$ cat config.mk
export PLATFORM = sky130hd
export DESIGN_NAME = rf_write_arbiter
export DESIGN_NICKNAME = d
export VERILOG_FILES = /design/src/rtl/rf_write_arbiter.sv
export SDC_FILE = /design/constraint.sdc
export NUM_CORES = 1
export LEC_CHECK = 0
export CORE_MARGIN = 2
export CORE_UTILIZATION = 39
export CTS_BUF_LIST = sky130_fd_sc_hd__clkbuf_4 sky130_fd_sc_hd__clkbuf_8 sky130_fd_sc_hd__clkbuf_16
export CTS_CLUSTER_SIZE = 24
export DETAILED_ROUTE_END_ITERATION = 10
export PLACE_DENSITY = 0.93
export SLEW_MARGIN = 0
export SYNTH_ARGS = -nofsm -noshare
export SYNTH_HDL_FRONTEND = slang
export SYNTH_SLANG_ARGS = --single-unit
export TNS_END_PERCENT = 20
$ cat constraint.sdc
create_clock -name clk -period 2.9 [get_ports clk]
set_input_delay 0.58 -clock clk [delete_from_list [all_inputs] [get_ports clk]]
set_output_delay 0.58 -clock clk [all_outputs]
set_load 0.02 [all_outputs]
$ cat src/rtl/rf_write_arbiter.sv
// Round-robin arbiter sharing the register file write port between the ALU (A)
// and load-return (B) writeback paths; the winning write is registered onto rf_*.
module rf_write_arbiter #(
  parameter int DW  = 8,
  parameter int RFW = 2
) (
  input  logic           clk,
  input  logic           rst,
  input  logic           a_valid,
  output logic           a_ready,
  input  logic [RFW-1:0] a_address,
  input  logic [DW-1:0]  a_data,
  input  logic           b_valid,
  output logic           b_ready,
  input  logic [RFW-1:0] b_address,
  input  logic [DW-1:0]  b_data,
  output logic           rf_we,
  output logic [RFW-1:0] rf_wr_address,
  output logic [DW-1:0]  rf_wr_data,
  output logic           busy
);

  typedef enum logic {
    PRIO_A = 1'b0,
    PRIO_B = 1'b1
  } prio_t;

  prio_t prio;
  logic  grant_a;
  logic  grant_b;

  // Grants depend only on valids and prio, never on rf_*, so no loop back to ready.
  always_comb begin
    grant_a = 1'b0;
    grant_b = 1'b0;
    if (!rst) begin
      if (a_valid && (!b_valid || prio == PRIO_A)) begin
        grant_a = 1'b1;
      end else if (b_valid) begin
        grant_b = 1'b1;
      end
    end
  end

  assign a_ready = grant_a;
  assign b_ready = grant_b;
  assign busy    = rf_we | a_valid | b_valid;

  // Register 0 writes are acknowledged and advance prio but never assert rf_we.
  always_ff @(posedge clk or posedge rst) begin
    if (rst) begin
      rf_we         <= 1'b0;
      rf_wr_address <= '0;
      rf_wr_data    <= '0;
      prio          <= PRIO_A;
    end else if (grant_a) begin
      rf_we         <= (a_address != '0);
      rf_wr_address <= a_address;
      rf_wr_data    <= a_data;
      prio          <= PRIO_B;
    end else if (grant_b) begin
      rf_we         <= (b_address != '0);
      rf_wr_address <= b_address;
      rf_wr_data    <= b_data;
      prio          <= PRIO_A;
    end else begin
      rf_we         <= 1'b0;
    end
  end

endmodule
=== After elaboration in Yosys (flattened, before gate mapping) ===
Cells that the tools add are included.

* Register bits after elaboration: 12
* Output and inout port bits: 14

* Muxes and demuxes: 13
* Bitwise gates (word level): 3
* Reduce and logical (&&, ||, !) cells: 6

{| class="wikitable"
|+ Operator list
! kind !! number
|-
| 2-to-1 mux 8 bit || 2
|-
| 2-to-1 mux 1 bit || 9
|-
| nonzero test 2 bit || 3
|-
| 2-to-1 mux 2 bit || 2
|-
| OR 1 bit || 2
|-
| logical AND 1 bit || 1
|-
| logical NOT 1 bit || 1
|-
| logical OR 1 bit || 1
|-
| NOT 1 bit || 1
|}

=== Logic depth before layout (Yosys ltp) ===
* Depth after elaboration: 7
* Depth in mapped cells: 4
* Mapped depth without buffers: 3

=== Least setup slack after synthesis ===
No wires, ideal clock.

* Path type: input-to-output
* Start point: input port rst
* End point: output port b_ready
* Arrival: 1.144 ns
* Setup slack: 1.176 ns
* Cell stages on the path: 2
* Path buffers: 0
* Cells stage by stage: inv_2 > and3_1

* Word-level cells in the longest chain between the ends: 1

{| class="wikitable"
|+ RTL lines
! what !! line !! text
|-
| start: declaration || 8 || <nowiki>input logic rst,</nowiki>
|-
| 2-to-1 mux 1 bit || 36 || <nowiki>if (!rst) begin</nowiki>
|-
| end: declaration || 14 || <nowiki>output logic b_ready,</nowiki>
|}

No other way between the ends.

=== Final worst setup path ===
* Start point: input port a_valid
* End point: output port a_ready

* Word-level cells in the longest chain between the ends: 3

{| class="wikitable"
|+ RTL lines
! what !! line !! text
|-
| start: declaration || 9 || <nowiki>input logic a_valid,</nowiki>
|-
| logical AND 1 bit || 37 || <nowiki>if (a_valid && (!b_valid || prio == PRIO_A)) begin</nowiki>
|-
| 2-to-1 mux 1 bit || 37 ||
|-
| 2-to-1 mux 1 bit || 36 ||
|-
| end: declaration || 10 || <nowiki>output logic a_ready,</nowiki>
|}

No other way between the ends.

==> results.md <==
- Startpoint of the worst register-to-register path: prio
- Maxcap violations: 0
- Htree depth: 1
- Worst hold slack: 0.4903 ns
- Tcrit/Tclk final: 0.9637
- Largest family of logic cells by synthesized area: compound AO/OA/AOI/OAI gates
- CTS buffer count: 3
- Clock Skew: 0.006311 ns
- Hold path cells: 2
- CP Max Fanout: 5
- Area leader, netlist: dfrtp_1
- First-pass GRT wire length: 2753 µm
- Clk pin slew, worst setup/hold paths: 0.08 ns
- Startpoint Class: input port
- Initial antenna violation count: 0
- TNS Setup: 0 ns
- Ports: 38
- Fill count: 124
- HPWL Detailed: 1353 µm
- Worst EP required: 2.32 ns
- WL per Instance: 14.09 µm
- Pwr Density: 477.2 nW/µm²
- Critical setup path kind: in -> out
- Largest net degree at the start of global routing: 21
- Final setup margin: 0.1051 ns
- Simple-gate share of the synthesized area: 0.1718
- Initial Util: 0.4253
- DP Worst Slack: 0.1073 ns
- Final hold vios: 0
- Post-route ant nets: 0
- Post-Synth XOR/XNOR Area: 0
- Port bufs: 37
- Warnings from Yosys: 0
- Worst Tran Pin Value: 0.4427 ns
- All-Layer GR Usage: 0.1860
- Nets: 133
- Root buf cell: clkbuf_4
- Cells after synthesis: 67
- Fin cells: 124
- Core Box Area: 1541 µm²
- Row cnt: 14
- Post-Syn Area: 655.6 µm²
- Synth top area cells: dfrtp_1 46%, o31ai_2 15%, a21oi_1 8.4%, nand2_1 5.2%, nor2_1 5.2%
- Max frequency: 357.8 MHz
- Post-Route Utilization: 0.7078
- Final setup vio count: 0
- Layout area overhead: 66.41%
- Min-delay src: rf_wr_data[7]
- Total Wirelength: 1747 µm
- Lkg Pwr: 0.0004651 µW
- Vias: 644
- Class of the worst hold path: reg -> reg
- Post-CTS setup buffer count: 0
- Syn Area/Cell: 9.786 µm²
- Synth Net Count: 91
- First-pass DRT Iterations: 4
- Vias in the first global route: 635
- Via/cell ratio: 5.194
- Die width: 45 µm
- Antenna diodes: 0
- Max rail drop VDD: 0.2588 mV
- Unique masters post-synth: 20
- Normalized max-slew margin: 0.7047
- Number of DRC markers in iteration 0: 6
- Min Tclk post-route: 2.795 ns
- CTS sink cnt: 12
- Synth top area share: 0.4580
- Clk Latency, worst-skew pair: 0.27 ns
- Drt drc: 0
- Share of layout cells above drive strength 1: 0.2037
- Mux share of post-synthesis cell area: 0
- Final number of max-transition violations: 0
- Clock Tree Buf Depth: 2
- Worst Path Arrival: 2.21 ns
- CP endpoint kind: output pin
- Yosys reg bits: 12
- GR Overflow Total: 0
- Reg2Reg Depth: 3
- Post_cts resized: 0
- CTS tree: done
- RSZ-0062 raised after global routing: false
- Synth Area in Adders: 0
- Launch point of the worst path: a_valid
- Status: complete, no violations
- Die footprint: 2025 µm²
- Die H: 45 µm
- Final GP Congestion: 0.8411
- Synth Area in Compound Gates: 0.3378
- CTS Hold Buffers Added: 0
- Placed Cells: 120
- Seq/Total Area, Yosys: 0.4580
Yosys cell counts:
cell	count
and3_1	1
nor2_1	9
a21boi_4	1
nand2_1	9
nor2b_1	2
a21oi_2	1
buf_2	2
buf_4	1
nand2b_1	1
or3_2	1
inv_2	1
a22o_1	1
dfrtp_1	12
a21oi_1	11
a21o_1	1
o21bai_1	1
o21ai_1	1
a21bo_1	1
o31ai_2	8
or2_2	2
layout by cell type, fill, tap and decap left out:
master and instances:
a21oi_1 11, nor2_1 9, or3_2 1, dfrtp_1 12
o21ai_1 1, a21boi_4 1, clkdlybuf4s50_1 37, nor2b_1 2
o21bai_2 1, clkbuf_4 3, nand2_1 9, and3_1 1
or2_2 2, inv_2 1, a21oi_2 1, clkbuf_8 1
a21o_1 1, o31ai_2 8, buf_4 3, a22o_1 1
nand2b_1 1, a21bo_1 1
per-layer routing:
metal / vias up / global-route usage / wire length, µm / share of wire
li1: 319 / - / - / -
met1: 294 / 0.2081 / 705 / 0.40
met2: 29 / 0.3257 / 867 / 0.50
met3: 2 / 0.06000 / 165 / 0.094
met4: 0 / 0.07059 / 8 / 0.0046
met5: - / 0 / 0 / 0
critical path, stage by stage:
cell and delay, ns:
clkdlybuf4s50_1 0.55, a21bo_1 0.24, nor2_1 0.18, clkdlybuf4s50_1 0.66
worst paths after layout:
| kind | endpoint | slack (ns) |
|---|---|---|
| worst min-delay path | rf_wr_data[7] | 0.49 |
| worst max-delay path | a_ready | 0.11 |
| min in group asynchronous | rf_wr_data[7] | 0.73 |
| worst min register to register | rf_wr_data[7] | 0.49 |
| max in group asynchronous | rf_wr_data[1] | 1.97 |
| worst max register to register | rf_wr_data[1] | 1.67 |
state kept, by name, summed over array words and instances (netlist names):
signal / cells
prio: 1
rf_we: 1
rf_wr_address: 2
rf_wr_data: 8
kinds of logic (layout without fill, tap and decap cells):
kind of cell | after synthesis | after routing
AO/OA/AOI/OAI | 26 | 26
AND/OR/NAND/NOR | 25 | 25
flip-flops | 12 | 12
buffers and inverters | 4 | 45
through the flow:
step	area, µm²	total power, µW
3_3_place_gp	1055	389.5
6_report	1091	520.7
5_1_grt	1091	548.1
4_1_cts	1091	529.0
2_1_floorplan	655.6	298.2
3_5_place_dp	1055	395.8
power breakdown:
group	internal, µW	switching, µW	total [µW]
logic	98.9	88.2	187
clock network	76.2	53.1	129
registers	190	14.2	204
total	365	156	521
layout make-up:
class | instances | area, µm² | share of cell area
tap | 16 | 20.02 | 0.01835
inverter | 1 | 3.754 | 0.003440
multi-input combinational | 51 | 337.8 | 0.3096
sequential | 12 | 300.3 | 0.2752
timing repair buffer | 40 | 392.9 | 0.3601
clock buffer | 4 | 36.28 | 0.03326
Power figures use the tool's default switching activity.
